===== config.mk =====
export PLATFORM = sky130hd
export DESIGN_NAME = axi_line_arbiter
export DESIGN_NICKNAME = d
export VERILOG_FILES = /design/src/rtl/axi_line_arbiter.sv
export SDC_FILE = /design/constraint.sdc
export NUM_CORES = 1
export LEC_CHECK = 0
export BUFFER_PORTS_ARGS = -buffer_cell sky130_fd_sc_hd__buf_2
export CORE_AREA = 2 2 541 543
export DETAILED_ROUTE_END_ITERATION = 6
export DIE_AREA = 0 0 543 545
export SYNTH_ARGS = -nofsm -noshare
export SYNTH_HDL_FRONTEND = slang
export SYNTH_SLANG_ARGS = --single-unit
export TNS_END_PERCENT = 10

===== constraint.sdc =====
create_clock -name clk -period 2 [get_ports clk]
set_input_delay 0.2 -clock clk [delete_from_list [all_inputs] [get_ports clk]]
set_output_delay 0.2 -clock clk [all_outputs]
set_load 0.03 [all_outputs]

===== src/rtl/axi_line_arbiter.sv =====
// ---------------------------------------------------------------------------
// axi_line_arbiter
//
// Purpose:
//   Lets the icache refill port and the dcache refill/writeback port share one
//   cache-line AXI engine. The arbiter picks a winner when it is idle and
//   latches that requester's command (address, write line, read/write flags).
//   It then presents the latched command to the engine until the engine
//   signals completion. The completion pulse and the returned line are
//   routed back to the owner in the same cycle. One release cycle follows
//   each transaction so the owner can drop its request.
//
// Configuration macro:
//   ARB_RR_EN  defined   -> round-robin between the two ports on a tie.
//                          A 1-bit last-owner register is used, and its
//                          reset value is icache.
//              undefined -> fixed priority: dcache wins any tie.
//
// Ports:
//   clk, rst            clock; synchronous active-high reset
//   i_rd_req, i_addr    icache line-read request (level) and line address
//   i_gnt, i_rd_line    icache completion pulse and refill data
//   d_rd_req, d_wr_req  dcache refill / writeback requests (level)
//   d_addr, d_wr_line   dcache line address and writeback data
//   d_gnt, d_rd_line    dcache completion pulse and refill data
//   m_rd_req, m_wr_req  engine read / write request (from latched regs)
//   m_addr, m_wr_line   engine address / write data (from latched regs)
//   m_gnt, m_rd_line    engine completion pulse and read data
//   busy                arbiter owns the engine (state != IDLE)
// ---------------------------------------------------------------------------
module axi_line_arbiter #(
    parameter int LINE_WORDS = 8,
    parameter int ADDR_W     = 32
) (
    input  logic                     clk,
    input  logic                     rst,
    // icache port
    input  logic                     i_rd_req,
    input  logic [ADDR_W-1:0]        i_addr,
    output logic                     i_gnt,
    output logic [LINE_WORDS*32-1:0] i_rd_line,
    // dcache port
    input  logic                     d_rd_req,
    input  logic                     d_wr_req,
    input  logic [ADDR_W-1:0]        d_addr,
    input  logic [LINE_WORDS*32-1:0] d_wr_line,
    output logic                     d_gnt,
    output logic [LINE_WORDS*32-1:0] d_rd_line,
    // engine port
    output logic                     m_rd_req,
    output logic                     m_wr_req,
    output logic [ADDR_W-1:0]        m_addr,
    output logic [LINE_WORDS*32-1:0] m_wr_line,
    input  logic                     m_gnt,
    input  logic [LINE_WORDS*32-1:0] m_rd_line,
    // status
    output logic                     busy
);

    localparam int LINE_W = LINE_WORDS * 32;

    typedef enum logic [1:0] {
        IDLE  = 2'd0,
        OWN_I = 2'd1,
        OWN_D = 2'd2,
        REL   = 2'd3
    } state_t;

    state_t              state_reg;
    logic [ADDR_W-1:0]   addr_reg;
    logic [LINE_W-1:0]   wr_line_reg;
    logic                rd_req_reg;
    logic                wr_req_reg;

    logic                d_any;
    logic                pick_d;

    assign d_any = d_rd_req | d_wr_req;

`ifdef ARB_RR_EN
    // 1 = dcache won the most recent arbitration, 0 = icache.
    logic last_d_reg;

    // On a tie, the port that did not win last time goes first.
    always_comb begin
        pick_d = d_any && (!i_rd_req || !last_d_reg);
    end

    always_ff @(posedge clk) begin
        if (rst) begin
            last_d_reg <= 1'b0;
        end else if (state_reg == IDLE) begin
            if (pick_d) begin
                last_d_reg <= 1'b1;
            end else if (i_rd_req) begin
                last_d_reg <= 1'b0;
            end
        end
    end
`else
    // The memory stage must not starve behind instruction fetch.
    always_comb begin
        pick_d = d_any;
    end
`endif

    // Main FSM. The engine command is only loaded on the IDLE -> OWN_x step,
    // so m_* stays stable for the whole transaction even if the requester
    // changes its inputs or drops its request.
    always_ff @(posedge clk) begin
        if (rst) begin
            state_reg   <= IDLE;
            addr_reg    <= '0;
            wr_line_reg <= '0;
            rd_req_reg  <= 1'b0;
            wr_req_reg  <= 1'b0;
        end else begin
            case (state_reg)
                IDLE: begin
                    if (pick_d) begin
                        state_reg   <= OWN_D;
                        addr_reg    <= d_addr;
                        wr_line_reg <= d_wr_line;
                        rd_req_reg  <= d_rd_req;
                        wr_req_reg  <= d_wr_req;
                    end else if (i_rd_req) begin
                        state_reg   <= OWN_I;
                        addr_reg    <= i_addr;
                        wr_line_reg <= '0;
                        rd_req_reg  <= 1'b1;
                        wr_req_reg  <= 1'b0;
                    end
                end
                OWN_I, OWN_D: begin
                    // The engine cannot abort, so only its completion ends ownership.
                    if (m_gnt) begin
                        state_reg  <= REL;
                        rd_req_reg <= 1'b0;
                        wr_req_reg <= 1'b0;
                    end
                end
                REL: begin
                    // Gives the owner one cycle to drop its level request
                    // before arbitration runs again.
                    state_reg <= IDLE;
                end
                default: begin
                    state_reg <= IDLE;
                end
            endcase
        end
    end

    assign m_rd_req  = rd_req_reg;
    assign m_wr_req  = wr_req_reg;
    assign m_addr    = addr_reg;
    assign m_wr_line = wr_line_reg;
    assign busy      = (state_reg != IDLE);

    // The completion pulse passes through in the same cycle, qualified by
    // ownership. An m_gnt seen in IDLE or REL is dropped.
    assign i_gnt = (state_reg == OWN_I) && m_gnt;
    assign d_gnt = (state_reg == OWN_D) && m_gnt;

    // Line data reaches only the owner, and only during its completion
    // cycle. Otherwise the port reads zero.
    for (genvar gi = 0; gi < LINE_WORDS; gi++) begin : g_route
        assign i_rd_line[gi*32 +: 32] = i_gnt ? m_rd_line[gi*32 +: 32] : 32'h0;
        assign d_rd_line[gi*32 +: 32] = d_gnt ? m_rd_line[gi*32 +: 32] : 32'h0;
    end

endmodule

Word-level counts from Yosys, hierarchy flattened --
Cells that the tools add are included.
Word-level totals: input bits 582, register bits after elaboration 292, word-level logic and storage cells 52, output and inout bits 805
Cells by class: mux-type cells 31, equality and inequality tests 5, bitwise logic cells 1, reduce and logical (&&, ||, !) cells 10
Operator list (count):
- $mux W32 | 18
- $mux W256 | 2
- $mux W2 | 3
- $pmux W2 S3 | 1
- $reduce_bool A2 Y1 | 3
- $mux W1 | 5
- $eq A2 B2 Y1 const B | 2
- $pmux W1 S2 | 2
- $reduce_and A2 Y1 | 2
- $ne A3 B3 Y1 const B | 1
- $reduce_and A3 Y1 | 1
- $eq A2 B1 Y1 const B | 1
- $logic_and A1 B1 Y1 | 2
- $logic_not A2 Y1 | 1
- $ne A2 B2 Y1 const B | 1
- $reduce_or A2 Y1 | 1
- $or A1 B1 Y1 | 1

Longest topological paths before layout --
Gate-level depths: netlist of the first run.
word-level depth 4, gate-level depth with buffers 7

Worst setup path before layout of the first run --
OpenSTA, ideal clock, no wires.
path type register to register, from register state_reg[0], to register wr_line_reg[100], in the netlist m_wr_line[100], setup time 59 ps, cell stages (with the launch flop) 8, arrival time 1645 ps, data required time 1941 ps, slack 296 ps, buffers on the path 2, cells stage by stage dfxtp_1 inv_1 ha_1 inv_1 nor3_2 clkbuf_1 buf_2 a22o_1
Between the ends: word-level cells in the longest chain between the ends 2
RTL lines:
- start: declaration | RTL line 69 | state_t state_reg;
- start signal: assignment | RTL line 112 | state_reg <= IDLE;
- start signal: assignment | RTL line 121 | state_reg <= OWN_D;
- start signal: assignment | RTL line 127 | state_reg <= OWN_I;
- $logic_not A2 Y1 | RTL line 118 | case (state_reg)
- $reduce_and A2 Y1 (no source line)
- end signal: assignment | RTL line 123 | wr_line_reg <= d_wr_line;
- end: declaration | RTL line 71 | logic [LINE_W-1:0] wr_line_reg;
Every way passes these cells. A chain may end at the register's enable or synchronous reset.

Final worst setup path of the first run --
from register state_reg[0], to output i_rd_line[82]
Between the ends: word-level cells in the longest chain between the ends 3
RTL lines:
- $eq A2 B1 Y1 | RTL line 162 | assign i_gnt = (state_reg == OWN_I) && m_gnt;
- $logic_and A1 B1 Y1 | RTL line 162
- $mux W32 | RTL line 168 | assign i_rd_line[gi*32 +: 32] = i_gnt ? m_rd_line[gi*32 +: 32] : 32'h0;
- end: declaration | RTL line 41 | output logic [LINE_WORDS*32-1:0] i_rd_line,
Every way passes these cells.

==> results of run 1 <==
[worst register-to-register path: cells and delay by family, from the launching register on]
kind	cells	cell delay [ps]
compound gates	1	210
fa+ha+maj	1	240
buf+inv	5	740
flops	1	340
simple gates	1	320
[layout by cell type, fill, tap and decap left out, types with 3 or more instances in the layout]
master,count
buf_2,883
dlygate4sd3_1,308
dfxtp_1,290
buf_6,262
a22o_1,256
and3_4,250
and3_1,248
buf_12,215
buf_4,103
diode_2,98
clkbuf_16,41
nor2_1,34
nand2_1,32
a311oi_1,32
buf_8,31
o21ai_0,29
clkbuf_4,17
buf_16,16
and3_2,14
clkbuf_8,6
o21ai_1,5
inv_6,4
nand2b_1,3
clkbuf_1,3
clkinvlp_4,3
[cell families (layout without fill, tap and decap cells)]
group           Yosys count  count (layout)  synth area share (%)
simple gates            590             590                 26.96
other cells               0              98                     0
buf+inv                 195            1908                 7.147
mux                       1               1               0.07614
flops                   292             292                 44.46
fa+ha+maj                 4               4                0.3807
compound gates          329             329                 20.97
[per-layer routing]
layer	share of wire, %	global-route usage [%]	wire length (µm)
met1	35	15.22	80300
met2	44	23.03	100700
met3	16	9.917	37560
met4	4.0	5.092	9155
met5	0.14	0	323
[area by class of cell]
| class | instances | area (µm²) |
|---|---|---|
| Tap cell | 3900 | 4880 |
| Multi-Input combinational cell | 924 | 7670 |
| Timing Repair Buffer | 1840 | 16700 |
| Fill cell | 33140 | 253500 |
| Antenna cell | 98 | 245.2 |
| Sequential cell | 292 | 5848 |
| Inverter | 4 | 17.52 |
| Clock buffer | 46 | 1020 |
| Clock inverter | 18 | 247.7 |
[where the power goes]
| group | switching, µW | internal [µW] | total (µW) |
|---|---|---|---|
| Sequential | 1110 | 7370 | 8480 |
| Combinational | 15800 | 9580 | 25400 |
| Clock | 3170 | 3980 | 7150 |
[timing repair]
item | CTS | global route
setup buffers | 13 | 2
pin swaps | 5 | 5
gates cloned | 11 | 4
resized for setup | 663 | 388
hold buffers | 308 | 0
hold endpoints to repair | 290 | 0
endpoints found under the setup margin | 515 | 515
[stage by stage]
step	utilization [%]	std cells	setup TNS (ps)
global route	12.61	7110	-164600
floorplan	-	1411	0
detailed placement	9.691	6627	0
CTS	12.10	7022	-166960
finish	12.62	7122	-115530
global placement	9.691	6627	0
[path summary, 6_finish.rpt]
check                                       to            from
worst max-delay path             i_rd_line[82]    state_reg[0]
worst min-delay path                 m_addr[7]       d_addr[7]
worst max register to register  m_wr_line[103]    state_reg[0]
worst min register to register  m_wr_line[145]  m_wr_line[145]
==> run summary, run 1 <==
The flow ran to the end, but the final reports show violations. The final reports fail on setup timing. The run gives 202300 µm as the detailed-placement wirelength estimate. The most frequently used cell type in the post-synthesis netlist was and3_1. The worst setup path is of the flop to primary output kind.

The number of antenna violations at the first check in global routing was 178. The worst hold path passes through 4 cells. The run gives 20469 as the overall via count from detail_route.

Once the floorplan was initialized, standard cells occupied 4.532% of the core. The tightest hold path in the finished design has a slack of 40.66 ps. STA classifies the critical path endpoint as a primary output.

The dominant delay contributor by cell family on the critical path is buffers and inverters. The biggest area contributor in the post-synthesis netlist is dfxtp_1. I/O pin count: 1387. The via count of the first global-routing pass is 19897, and the remaining global-route overflow is 0. Yosys mapped a number of flops with a built-in enable equal to 0.

The critical path goes through buf_6 -> ha_4 -> buf_12 -> buf_16 -> and3_2 -> buf_4. The ratio of routed vias to standard cells is 2.874. The first global-routing pass estimated 266200 µm of wire. Dividing the detail-routed wire length by the instance count gives 32.02 µm.

The clock insertion delay at the later pin of the skew report was 650 ps; the layout overhead on the synthesized area was 178.6%. For this run, the top clock speed supported by timing is 422.5 MHz. Of the post-synthesis cell area, the dominant cell type holds 44.46%. For this run, the total global-route usage over all layers was measured as 14.55%. The worst-case vdd ir drop is 0.6326 mV. Entering global routing, the biggest net connects 81 pins. The cell with the biggest individual delay on the critical path was dfxtp_2. For the area of the mapped netlist, the log shows 13150 µm². STA puts the critical path data required time at 1800 ps.

Among all flip-flop cells after synthesis, the most frequent one is dfxtp_1. The combined buffer and inverter count along the critical path was 4; the number of DRC violations after detailed-routing iteration 0 was 1747. The run gives 41010 µW as the power consumption.

Counting every instance in the synthesized netlist gives 1411. The peak per-stage delay on the critical path was 360 ps. In the synthesized netlist, the cells that appear most often are and3_1, dfxtp_1, a22o_1, clkbuf_1. The worst clock skew came out at 28.89 ps.

The worst setup path is launched from a flop. The floorplan has 198 rows. Summed over all layers, the routed wires come to 228000 µm.

The ratio of total power to cell area is 1120 nW/µm², and the highest fanout seen on the critical path is 37. The critical path depth was 6; the setup slack on the worst flop-to-flop path was 100 ps. Headroom to the max-slew limit came out at 23.64%. Max-cap violations in this run came to 0.

Total clock sinks: 292. The logs give 12.90 ps for the worst slack at placement and 44.46% for the sequential-to-total area share from yosys stat. Synthesis produced a netlist with a net count of 1997. The number of nets in the layout came out at 3685. The root buffer selected by CTS was clkbuf_16. In the synthesized netlist the async set-or-reset flop fraction comes to 0%. The final hold violation count is 0, and the number of failing setup endpoints in the final timing report is 515. For this run, design rule violations remaining after detail routing come to 0.

Counting flops and latches in the post-synthesis netlist gives 292. The detail route stage leaves a number of antenna-violating nets equal to 0. The maximum clock insertion buffer count is 3, and the minimum period implied by the final worst setup slack is 2367 ps. Averaged over all synthesized cells, the footprint is 9.318 µm². After synthesis, the cell types taking the most area are dfxtp_1, and3_1, a22o_1.

The number of distinct library cells after synthesis is 28, and the critical path data arrival time is 2170 ps. At the end of routability-driven placement, the weighted congestion stood at 1.079. In this run the cell area measured after placement is 28110 µm². TritonCTS built the clock tree.

The actual slew at the worst max-slew pin works out to 1138 ps. The clock-pin slew reported for the worst setup and hold paths after clock tree synthesis works out to 60 ps. Number of buffers inserted by port buffering: 1386. The tools report the count of final max-slew check failures as 0. Yosys printed 0 warnings. The path depth of the worst reg2reg path works out to 8. Setup repair after global routing could not meet its margin everywhere.

The first TritonRoute pass finished after 5 iterations. The share of cells above drive strength 1 is 59.80%. After routing the design area is 36620 µm².

The share of the cycle needed by the critical path after routing came out at 118.3%. The number of flip-flops in the largest register is 256. The worst hold path belongs to the class input pin to flop. Die outline area: 295900 µm².

Buffers inserted during clock tree synthesis total 37. The die is 543 µm wide. The core region area is 290100 µm².

The die span in y was 545 µm. The run gives 0.01633 µW as the leakage power total. The number of H-tree levels was 2.

The tools report the final critical-path setup slack as -366.7 ps.
(Power assumes the default switching activity.)
==> run 2, diff against run 1 <==
Settings changed: REMOVE_ABC_BUFFERS from default to 1.
==> run summary, run 2 (synthesized netlist as in run 1, its figures left out) <==
The flow ran to the end, but the final reports show violations. The final reports fail on setup timing. The highest fanout seen on the critical path works out to 6 (-84%).

First-pass GRT wire length: 251500 µm (-5.5%). Setup repair after global routing could not meet its margin everywhere. The logs give 0.01634 µW (about the same) for the leakage power total and 238 (+34%) for the number of antenna violations at the first check in global routing. The number of flip-flops in the largest register is 256 (unchanged), and the relative contribution of combinational cells to total power is 61.4% (-0.5 points). The tools report the via count of the first global-routing pass as 19430 (-2.3%). The detailed-placement wirelength estimate is 188600 µm (-6.8%), and the maximum clock insertion buffer count is 3 (unchanged).

TritonCTS built the clock tree. The tree is rooted in a clkbuf_16. Routed wire length: 214500 µm (-6.0%).

The tools report the number of failing setup endpoints in the final timing report as 770 (+50%). The largest individual stage delay along the critical path comes from the cell dfxtp_2. The top achievable clock speed is 407.3 MHz (-3.6%). The library cell used most frequently in the layout, excluding fill and tap cells, is buf_2.

The run gives 16.71 ps (-12.18 ps) as the worst clock skew. Compared with the post-synthesis result, the final layout area differs by 157.6%. The number of iterations in the first detailed-routing pass was 5 (unchanged).

The tools report the number of CTS-inserted buffers as 31 (-16%). The minimum period implied by the final worst setup slack was 2455 ps (+88.75 ps). The remaining max-slew budget at the tightest pin is 65.42% (+42 points).

The tools report the number of maximum-capacitance constraint violations as 0 (unchanged). The number of buffers inserted by port buffering was 1386 (unchanged); the number of nets in the layout was 3696 (+0.30%). The total clock sinks is 292 (unchanged).

The critical path goes through inv_2 -> buf_6 -> ha_4 -> buf_12 -> buf_12 -> buf_12 -> buf_16 -> and3_1 -> buf_6. The number of standard-cell rows in the floorplan is 198 (unchanged), and the ratio of routed vias to standard cells is 2.890 (+0.56%). The run gives 0 (unchanged) as the count of final max-slew check failures. Share of cells above drive strength 1: 54.37% (-5.4 points). Counting stages on the worst path, the most repeated cell is buf_12. The final hold violation count was 0 (unchanged); the final critical-path setup slack was -455.5 ps (-88.75 ps). The run gives 33339 (+0.60%) as the number of fill cells.

Routed wirelength normalized by instance count: 30.19 µm (-5.7%). The critical path is of the flop to primary output type. The run gives 19690 µW (-5.9%) as the total internal power. The run gives 295900 µm² (unchanged) as the die outline area. The switching share of total power was 49.31% (+0.35 points). The critical path data arrival time was 2260 ps (+90 ps); the die boundary width was 543 µm (unchanged). The global-route usage over all layers is 13.56% (-0.99 points). The tools report the I/O pin count as 1387 (unchanged). Power spent charging and discharging nets: 19160 µW (-4.6%). The run gives 0 (unchanged) as the DRC violation count after routing. Routed length on met3: 29050 µm (-23%).

Worst slack at placement: -83.50 ps (-96.39 ps). The worst hold-check path type is input pin to flop. The clock-pin slew reported for the worst setup and hold paths after clock tree synthesis is 70 ps (about the same), and the power consumption is 38850 µW (-5.3%). For the number of DRC violations after detailed-routing iteration 0, the log shows 1532 (-12%). Kind of launch point of the worst setup path: a flop. For the largest net degree at the start of global routing, the log shows 84 (+3.7%).

Die span in y: 545 µm (unchanged). The worst-case vdd ir drop was 0.9013 mV (+42%). The tools report the routed length on met1 as 76990 µm (-4.1%). The ratio of total power to cell area works out to 1147 nW/µm² (+2.4%). For the initial core utilization, the log shows 4.532% (unchanged). The share of the cycle needed by the critical path after routing is 122.8% (+4.4 points), and the number of H-tree levels is 1 (-1). The tools report the clock insertion delay at the later pin of the skew report as 660 ps (about the same). The peak per-stage delay on the critical path works out to 330 ps (-30 ps). For the area of the multi-input gates, the log shows 6895 µm² (-10%). The worst setup path is captured at a primary output. Top routing layer in use: met5.

The part of the power in registers was 21.4% (+0.7 points). Final antenna-violating net count: 0 (unchanged). The register area was 5848 µm² (unchanged); the final standard cell utilization of the core was 11.68% (-0.95 points). The core region area came out at 290100 µm² (unchanged).

In the layout the commonest cells are buf_2, and3_1, dlygate4sd3_1. The final weighted congestion in routability-driven placement came out at 1.074 (-0.44%). The remaining global-route overflow was 0 (unchanged); the required time of the critical path was 1800 ps (about the same).

The tools report the overall via count from detail_route as 20534 (+0.32%). For the length of routed met2 wiring, the log shows 98930 µm (-1.8%). The tools report the power share of the clock group as 17.2% (-0.2 points). The actual slew at the worst max-slew pin is 518.8 ps (-619.0 ps).
run 2: changes by cell type in the layout (fill, tap and decap cells not counted), moves of 12 or more:
cell,before,now
and3_1,248,411
and3_4,250,98
buf_12,215,114
buf_2,883,1073
buf_4,103,82
buf_6,262,220
diode_2,98,71
dlygate4sd3_1,308,320
run 2: cell type report:
class / count / share of cell area, %
timing repair buffer: 1857 / 43.97
clock buffer: 40 / 2.597
tap: 3900 / 14.41
inverter: 4 / 0.04433
multi-input combinational: 924 / 20.36
antenna: 71 / 0.5245
sequential: 292 / 17.27
clock inverter: 17 / 0.8311
run 2: metal layers:
layer  vias up  GRT usage [%]
li1       8831              -
met1      9625          14.44
met2      1598          22.92
met3       444          7.064
met4        36          4.489
met5         -              0
run 2: path summary, 6_finish.rpt:
kind | to | cells after the start | from | slack, ps
setup / recovery | d_rd_line[152] | 9 | state_reg[0] | -460
hold / removal | m_addr[8] | 3 | d_rd_req | 50
setup reg to reg | m_wr_line[92] | 9 | state_reg[0] | -310
hold reg to reg | m_wr_line[68] | 1 | m_wr_line[68] | 470
run 2: power by group through the flow:
stage / Combinational, µW / Clock (µW) / Sequential (µW)
floorplan: 5630 / 0 / 10200
global placement: 20400 / 0 / 8400
detailed placement: 20300 / 0 / 8420
CTS: 23100 / 6930 / 8310
global route: 25300 / 7070 / 8500
finish: 23800 / 6680 / 8320
run 2: critical path: cells and delay by family (launching register included):
kind          cells  cell delay (ps)
fa+ha+maj         1              180
buf+inv           7              880
flops             1              330
simple gates      1              170
run 2: what timing repair did:
item                                    4_1_cts  5_1_grt
endpoints found under the setup margin      622      764
hold buffers                                320        0
setup buffers                                20        9
pin swaps                                     5        1
hold endpoints to repair                    289        0
resized for setup                           170      638
gates cloned                                 13        7
run 2: through the flow:
| step | hold WS (ps) | instances | setup TNS (ps) | cell area (µm²) |
|---|---|---|---|---|
| 2_1_floorplan | 269.1 | 1220 | -2759800 | 12220 |
| 3_3_place_gp | 415.4 | 6612 | -2989 | 26410 |
| 3_5_place_dp | 419.7 | 6612 | -3206 | 26410 |
| 4_1_cts | 9.781 | 7022 | -239520 | 31900 |
| 5_1_grt | 84.36 | 7081 | -284310 | 33810 |
| 6_report | 53.75 | 7105 | -215370 | 33870 |
